### config.mk
export PLATFORM = sky130hd
export DESIGN_NAME = attn_out_tile_sched
export DESIGN_NICKNAME = d
export VERILOG_FILES = /design/src/rtl/attn_out_tile_sched.sv
export SDC_FILE = /design/constraint.sdc
export NUM_CORES = 1
export LEC_CHECK = 0
export CAP_MARGIN = 5
export CORE_AREA = 2 2 372 374
export DETAILED_ROUTE_END_ITERATION = 16
export DIE_AREA = 0 0 374 376
export HOLD_SLACK_MARGIN = 0.03
export SYNTH_ARGS = -nofsm -noshare
export SYNTH_HDL_FRONTEND = slang
export SYNTH_SLANG_ARGS = --single-unit
### constraint.sdc
create_clock -name clk -period 7.31 [get_ports clk]
set_clock_uncertainty 0.05 [all_clocks]
set_input_delay 1.8275 -clock clk [delete_from_list [all_inputs] [get_ports clk]]
set_output_delay 1.8275 -clock clk [all_outputs]
set_load 0.005 [all_outputs]
### src/rtl/attn_out_tile_sched.sv
// Sequences the 4x4 GEMM engine over A row-tiles: loads A rows, starts the engine, remaps results to output SRAM.
// Result writes lag gemm_out_valid by one cycle; no backpressure, commands accepted only while idle.
module attn_out_tile_sched #(
    parameter int A_ADDR_W   = 10,
    parameter int O_ADDR_W   = 12,
    parameter int TILE_W     = 8,
    parameter int A_READ_LAT = 2
) (
    input  logic                clk,
    input  logic                rst_n,
    input  logic                cmd_valid,
    output logic                cmd_ready,
    input  logic [TILE_W-1:0]   cmd_num_tiles,
    input  logic [A_ADDR_W-1:0] cmd_a_base,
    input  logic [O_ADDR_W-1:0] cmd_o_base,
    output logic                a_rd_en,
    output logic [A_ADDR_W-1:0] a_rd_addr,
    input  logic [127:0]        a_rd_data,
    output logic                gemm_start,
    output logic [511:0]        gemm_A,
    input  logic                gemm_out_valid,
    input  logic [1:0]          gemm_out_row,
    input  logic [4:0]          gemm_out_group,
    input  logic [127:0]        gemm_out_data,
    input  logic                gemm_done,
    output logic                o_wr_en,
    output logic [O_ADDR_W-1:0] o_wr_addr,
    output logic [127:0]        o_wr_data,
    output logic                busy,
    output logic                done,
    output logic                err
);

    typedef enum logic [2:0] {
        S_IDLE, S_LOAD_A, S_WAIT_A, S_START, S_RUN, S_FIN
    } state_t;

    state_t                state;
    logic [TILE_W-1:0]     num_tiles;
    logic [TILE_W-1:0]     tile;
    logic [A_ADDR_W-1:0]   a_base;
    logic [O_ADDR_W-1:0]   o_base;
    logic [1:0]            ld_k;
    logic [A_READ_LAT-1:0] pipe_vld;
    logic [1:0]            pipe_row [A_READ_LAT];
    logic [8:0]            res_cnt;
    logic [8:0]            res_cnt_nxt;
    logic [TILE_W-1:0]     tile_nxt;

    assign cmd_ready   = (state == S_IDLE);
    assign busy        = (state != S_IDLE);
    assign res_cnt_nxt = res_cnt + {8'd0, gemm_out_valid};
    assign tile_nxt    = tile + TILE_W'(1);

    always_ff @(posedge clk or negedge rst_n) begin
        if (!rst_n) begin
            state      <= S_IDLE;
            num_tiles  <= '0;
            tile       <= '0;
            a_base     <= '0;
            o_base     <= '0;
            ld_k       <= '0;
            pipe_vld   <= '0;
            for (int i = 0; i < A_READ_LAT; i++) pipe_row[i] <= '0;
            res_cnt    <= '0;
            a_rd_en    <= 1'b0;
            a_rd_addr  <= '0;
            gemm_start <= 1'b0;
            gemm_A     <= '0;
            o_wr_en    <= 1'b0;
            o_wr_addr  <= '0;
            o_wr_data  <= '0;
            done       <= 1'b0;
            err        <= 1'b0;
        end else begin
            gemm_start <= 1'b0;
            done       <= 1'b0;
            o_wr_en    <= 1'b0;

            // Tag each issued read with its row index so the returning word lands in the right slice.
            pipe_vld[0] <= a_rd_en;
            pipe_row[0] <= ld_k;
            for (int i = 1; i < A_READ_LAT; i++) begin
                pipe_vld[i] <= pipe_vld[i-1];
                pipe_row[i] <= pipe_row[i-1];
            end
            if (pipe_vld[A_READ_LAT-1])
                gemm_A[{pipe_row[A_READ_LAT-1], 7'd0} +: 128] <= a_rd_data;

            case (state)
                S_IDLE: begin
                    if (cmd_valid) begin
                        num_tiles <= cmd_num_tiles;
                        a_base    <= cmd_a_base;
                        o_base    <= cmd_o_base;
                        tile      <= '0;
                        err       <= 1'b0;
                        if (cmd_num_tiles == '0) begin
                            state <= S_FIN;
                            done  <= 1'b1;
                        end else begin
                            state     <= S_LOAD_A;
                            a_rd_en   <= 1'b1;
                            a_rd_addr <= cmd_a_base;
                            ld_k      <= '0;
                        end
                    end
                end
                S_LOAD_A: begin
                    if (ld_k == 2'd3) begin
                        a_rd_en <= 1'b0;
                        state   <= S_WAIT_A;
                    end else begin
                        ld_k      <= ld_k + 2'd1;
                        a_rd_addr <= a_rd_addr + A_ADDR_W'(1);
                    end
                end
                S_WAIT_A: begin
                    if (pipe_vld[A_READ_LAT-1] && pipe_row[A_READ_LAT-1] == 2'd3) begin
                        state      <= S_START;
                        gemm_start <= 1'b1;
                    end
                end
                S_START: begin
                    state   <= S_RUN;
                    res_cnt <= '0;
                end
                S_RUN: begin
                    // {tile,row,group} is exactly (4*tile+row)*32+group.
                    if (gemm_out_valid) begin
                        o_wr_en   <= 1'b1;
                        o_wr_data <= gemm_out_data;
                        o_wr_addr <= o_base + O_ADDR_W'({tile, gemm_out_row, gemm_out_group});
                    end
                    res_cnt <= res_cnt_nxt;
                    if (gemm_done) begin
                        if (res_cnt_nxt != 9'd128) err <= 1'b1;
                        if (tile_nxt == num_tiles) begin
                            state <= S_FIN;
                            done  <= 1'b1;
                        end else begin
                            tile      <= tile_nxt;
                            state     <= S_LOAD_A;
                            a_rd_en   <= 1'b1;
                            a_rd_addr <= a_base + A_ADDR_W'({tile_nxt, 2'b00});
                            ld_k      <= '0;
                        end
                    end
                end
                S_FIN:   state <= S_IDLE;
                default: state <= S_IDLE;
            endcase
        end
    end

endmodule

==> run metrics, run 1 <==
status complete, no violations; RSZ-0062 raised after global routing false; Hold Fails Final Rpt 0; most frequent cells in the layout 965 x clkdlybuf4s50_1, 725 x dfrtp_1, 517 x a22o_1, 439 x nand2_1, 89 x clkbuf_16; WP data required 5.43 ns; R2R cell count 7; I/O pins 967; fmax 227 MHz; first-pass GRT wire length 167000 um; TritonCTS clock tree yes; Leak 18.8 nW; area grow syn2layout 53.1%; final worst path period share 60.3%; worst-path fanout max 10; fraction of layout instances using a drive strength above 1 approximately 7%; full die area 141000 um2; CTS Root Cell clkbuf_16; port bufs 966; cell area power density about 450 nW/um2; share of the synthesized area in the top cell type between 60% and 70%; hold slack 0.297 ns; sequential element share of the synthesized area 66.2%; Post-synth EDFFs 0; die height roughly 380 um; max_cap viols 0; Critical Setup Path Class flop to primary output; startpoint class of the critical path flop; Reg2Reg Capture Point gemm_A[225]; detailed-route DRC error count 0; Peak supply drop approximately 0.00022 V; largest net degree at the start of global routing 149; WL/cell 23.4 um; Initial DRC Count 1641; Tmin final approximately 4.4 ns; postcts setup bufs 0; setup TNS 0 ns; worst r2r src pipe_row[0]; commonest non-fill, non-tap cell in the layout clkdlybuf4s50_1; Cell Area, Synth 27400 um2; Worst Hold Class flop to flop; Worst Max-Slew Pin Slew 1.14 ns; DP Area 39100 um2; vias in the first global route between 20000 and 25000; H-tree depth 3; GPL Wtd Cong around 0.86; largest cells by area after synthesis dfrtp_1 66%, a22o_1 17%, nand2_1 6.1%; flop2flop setup slack 4.08 ns; Worst Setup SP state[0]; TritonCTS buffer count 87; Mapped Cells between 2000 and 2500; Worst setup endpoint cmd_ready; DP Wirelength 82900 um; slew margin rel. roughly a quarter; dominant cell type by area after synthesis dfrtp_1; Via density 4.45; Sink Count 725; WP data arrival 2.53 ns; antenna viol nets, final 0; CP endpoint kind primary output; Initial Util 20.1%; Nets 3448; Die X 374 um; async set or reset register ratio after synthesis between 90% and 100%; Yosys cell types just over 60; # resized after CTS 0; synth warn 0; row count 136; initial antenna violation count 7; average size of a mapped cell approximately 13 um2; Reg clk slew, reported paths 0.06 ns; Clock Latency Late Sink 0.68 ns; grt ovf 0; Synth Flop Type dfrtp_1; final setup fails 0; maximum clock insertion buffer count 3; Seq cells post-synth about 730; post-route cell area 42000 um2; cts-stage hold buffer count 0; Final Max Slew Viols 0; gr usage total 16.1%; TritonRoute pass-1 iters 5; Routed WL 117000 um; fin util 30.7%; Synth Net Count between 2000 and 3000; Core Region roughly 140000 um2; via count 22200
[cell usage after synthesis (3+ instances only)]
master and n:
dfrtp_1 725, buf_1 4, a22o_1 517, nor3_1 8
clkbuf_1 149, nor2_1 29, xor2_1 13, a21o_1 4
nand2b_1 7, a221oi_1 4, nor2b_1 5, or3_1 3
o2bb2ai_1 5, nand3_1 13, and3_1 7, inv_1 21
ha_1 29, nand2_1 444, nor4_1 5, mux2_2 29
nand4_1 6, a31oi_1 6, buf_2 6, o21ai_0 50
a21oi_1 27, o31ai_1 4, xnor2_1 17, o21a_1 6
[report_power, final]
part           total, mW  internal [mW]  switching [mW]
sequential          6.97           5.80            1.17
clock               4.34           2.51            1.83
combinational       7.73           4.42            3.31
[registers in the layout, summed over array words and instances, names as in the netlist]
| register | flops |
|---|---|
| gemm_A | 512 |
| o_wr_data | 128 |
| o_base | 12 |
| o_wr_addr | 12 |
| a_base | 10 |
| a_rd_addr | 10 |
| res_cnt | 9 |
| num_tiles | 8 |
| tile | 8 |
| pipe_row | 4 |
| state | 3 |
| ld_k | 2 |
| pipe_vld | 2 |
| a_rd_en | 1 |
| done | 1 |
| err | 1 |
| gemm_start | 1 |
| o_wr_en | 1 |
[cells by family (layout without fill, tap and decap cells)]
| family | Yosys count | after routing | synth area share [%] |
|---|---|---|---|
| buffers and inverters | 182 | 1178 | 2.56 |
| DFF | 725 | 725 | 66.2 |
| xor gates and xnor gates | 31 | 31 | 1.04 |
| adders and majority gates | 31 | 31 | 1.47 |
| other | 0 | 6 | 0 |
| and+or+nand+nor | 544 | 544 | 8.14 |
| AOI/OAI and AO/OA | 644 | 644 | 19.4 |
| muxes | 29 | 29 | 1.19 |
[final cells by class]
type / instances / area (um2)
repair buffers: 1005 / 9990
multi-input cells: 1279 / 8630
fillers: 13900 / 94700
diodes: 6 / 15.0
inverters: 21 / 81.3
well taps: 1794 / 2240
clock inverters: 27 / 313
flip-flops and latches: 725 / 18100
clock buffers: 125 / 2540
[worst max-delay path, cell delays in order (launching register included)]
cell	delay, ns
dfrtp_1	0.48
or2_2	0.38
nor2_1	0.40
clkdlybuf4s50_1	0.60
[worst min-delay path by stage]
stage | start | to | slack [ns] | cells after the start
floorplan | pipe_row[2] | pipe_row[0] | 0.28 | 0
CTS | pipe_row[3] | pipe_row[1] | 0.30 | 0
detailed placement | pipe_row[3] | pipe_row[1] | 0.29 | 0
global route | pipe_row[3] | pipe_row[1] | 0.30 | 0
finish | pipe_row[3] | pipe_row[1] | 0.30 | 0
global placement | pipe_row[2] | pipe_row[0] | 0.28 | 0
[stage by stage]
step	std cells	setup slack, ns	power, mW
3_3_place_gp	4824	2.65	14.7
4_1_cts	4976	2.81	19.3
3_5_place_dp	4824	2.59	14.8
2_1_floorplan	2186	3.74	9.50
6_report	4982	2.90	19.0
5_1_grt	4980	2.81	20.1
[layer usage]
| layer | routed length [um] | vias up | global-route usage, % | share of wire (%) |
|---|---|---|---|---|
| met1 | 46200 | 11300 | 19.3 | 40 |
| met5 | 21 | - | 0 | 0.018 |
| met3 | 10600 | 198 | 6.18 | 9.1 |
| met4 | 4550 | 4 | 6.36 | 3.9 |
| li1 | - | 9753 | - | - |
| met2 | 55300 | 945 | 25.8 | 47 |
Note: power is estimated with default switching activity, not from simulation.
==> run 2: changes to the inputs <==
--- a/config.mk
+++ b/config.mk
@@ -6,9 +6,9 @@
 export NUM_CORES = 1
 export LEC_CHECK = 0
 export CAP_MARGIN = 5
-export CORE_AREA = 2 2 372 374
+export CORE_AREA = 2 2 377 379
 export DETAILED_ROUTE_END_ITERATION = 16
-export DIE_AREA = 0 0 374 376
+export DIE_AREA = 0 0 379 381
 export HOLD_SLACK_MARGIN = 0.03
 export SYNTH_ARGS = -nofsm -noshare
 export SYNTH_HDL_FRONTEND = slang
==> constraint.sdc (replaced) <==
create_clock -name clk -period 4.6 [get_ports clk]
set_clock_uncertainty 0.05 [all_clocks]
set_input_delay 1.15 -clock clk [delete_from_list [all_inputs] [get_ports clk]]
set_output_delay 1.15 -clock clk [all_outputs]
set_load 0.005 [all_outputs]
==> run 2 against run 1 <==
Compared with the run above: the flow now finishes with violations (slew limit); register-to-register slack lost 2.6 ns; sequential power up 58%; combinational power grew 58%; flip-flop and latch count unchanged; via count is 0.92% higher; clock power up 68%; first-iteration DRC count down 2.3%; critical path depth up 1; wire length decreased by 0.81%; worst hold slack worse by 0.0048 ns; power is 60% higher.
==> run metrics, run 2 (same netlist as run 1, synthesis figures left out) <==
Clock Latency Late Sink 0.68 ns; Reg clk slew, reported paths 0.06 ns; Via density 4.40; largest registers gemm_A (512), o_wr_data (128); worst-path fanout max 10; fraction of layout instances using a drive strength above 1 7.46%; Leak 19.0 nW; Worst Max-Slew Pin Slew roughly 1.7 ns; hold slack 0.292 ns; Initial Util 19.5%; final worst path period share between 80% and 90%; antenna viol nets, final 0; cts-stage hold buffer count 0; pre-CTS WS 0.737 ns; slew margin rel. -14.5%; most frequent cells in the layout 965 x clkdlybuf4s50_1, 725 x dfrtp_1, 517 x a22o_1, 439 x nand2_1, 87 x clkbuf_16; detailed-route DRC error count 0; status finished, violations left; Largest register FFs about 510; max_cap viols 0; Critical Setup Path Class flop to primary output; Critical Path Max Stage Delay between 0.4 and 0.5 ns; Seq pwr share 36.1%; WL/cell 22.8 um; Sink Count just over 700; Hold Path End pipe_vld[1]; register area ~18000 um2; maximum clock insertion buffer count 3; Multi-input gate area 8630 um2; Worst Hold Class flop to flop; largest net degree at the start of global routing around 150; via count 22400; Nets 3451; Crit-path slowest cell clkdlybuf4s50_1; commonest non-fill, non-tap cell in the layout clkdlybuf4s50_1; CP cell instances or2_2, nor2_1, inv_1, clkdlybuf4s50_1; R2R cell count 9; GPL Wtd Cong 0.881; gr usage total between 10% and 20%; fin util 30.2%; Net Switching 9.89 mW; DP Area 39400 um2; Tmin final about 3.7 ns; total power 30.5 mW; postcts setup bufs 0; largest register by flop count gemm_A; Switching Fraction 32.4%; DP Wirelength 81900 um; Comb pwr share 40.1%; # resized after CTS 0; flop2flop setup slack 1.50 ns; setup TNS 0 ns; WP data arrival 2.54 ns; vias in the first global route 22600; CP endpoint kind primary output; Hold Fails Final Rpt 0; final setup fails 0; Initial DRC Count 1603; Die X 379 um; Reg2Reg Capture Point a_rd_addr[8]; Setup WS post-layout 0.864 ns; TritonCTS buffer count 86; TritonCTS clock tree yes; Peak supply drop 0.000363 V; grt ovf 0; I/O pins between 900 and 1000; fmax 268 MHz; DP Cell Count 4924; Routed WL ~120000 um; first-pass GRT wire length 166000 um; cell area power density 719 nW/um2; WHS Path Cells 0; HP Start pipe_vld[0]; Final Max Slew Viols 67; full die area 144000 um2; Core Region 141000 um2; final cell count without fillers 5084; H-tree depth 3; Clock power frac a little under a quarter; Fill cells 14300; TritonRoute pass-1 iters 5; startpoint class of the critical path flop; area grow syn2layout 54.8%; WP data required 3.40 ns; port bufs approximately 970; CTS Root Cell clkbuf_16; row count approximately 140; initial antenna violation count 22; Cell Int Power 20.6 mW; worst r2r src tile[0]; die height 381 um; RSZ-0062 raised after global routing false; post-route cell area 42400 um2; failing checks slew limit
==> run 2: cell types whose count changed in the layout (fill, tap and decap cells not counted), moves of 2 or more <==
cell,before,now
buf_12,2,13
buf_4,37,30
bufinv_16,2,6
clkbuf_1,18,13
clkbuf_16,89,87
clkbuf_8,18,31
clkinv_2,13,7
clkinv_4,1,3
diode_2,6,3
==> run 2: power groups by stage <==
stage	Clock, mW	Combinational (mW)	Sequential [mW]
6_report	7.27	12.2	11.0
5_1_grt	7.71	13.1	11.3
4_1_cts	7.45	12.4	11.0
3_5_place_dp	0	12.4	11.0
3_3_place_gp	0	12.3	11.0
2_1_floorplan	0	4.11	11.0
==> run 2: metal layers <==
layer	routed length [um]	track usage, %
met1	48200	19.7
met2	54400	25.0
met3	9510	4.80
met4	3450	4.78
met5	167	0
==> run 2: final cells by class <==
class	instances	area share [%]
tap	1890	5.57
sequential	725	42.7
antenna	3	0.0177
multi-input combinational	1279	20.3
timing repair buffer	1009	23.9
clock inverter	26	0.940
clock buffer	131	6.25
inverter	21	0.192
==> run 2: worst max-delay path, delay by kind of cell (launching register included) <==
family,cells,cell delay [ns]
buf+inv,2,0.64
flops,1,0.48
simple gates,2,0.74
==> run 2: worst max path at each step <==
stage	from	end	slack (ns)	cells past startpoint
2_1_floorplan	gemm_out_group[0]	o_wr_addr[10]	1.70	11
3_3_place_gp	cmd_num_tiles[1]	a_rd_addr[5]	0.69	8
3_5_place_dp	cmd_num_tiles[1]	a_rd_addr[6]	0.74	7
4_1_cts	state[0]	busy	0.78	4
5_1_grt	state[0]	busy	0.76	4
6_report	state[0]	busy	0.86	4
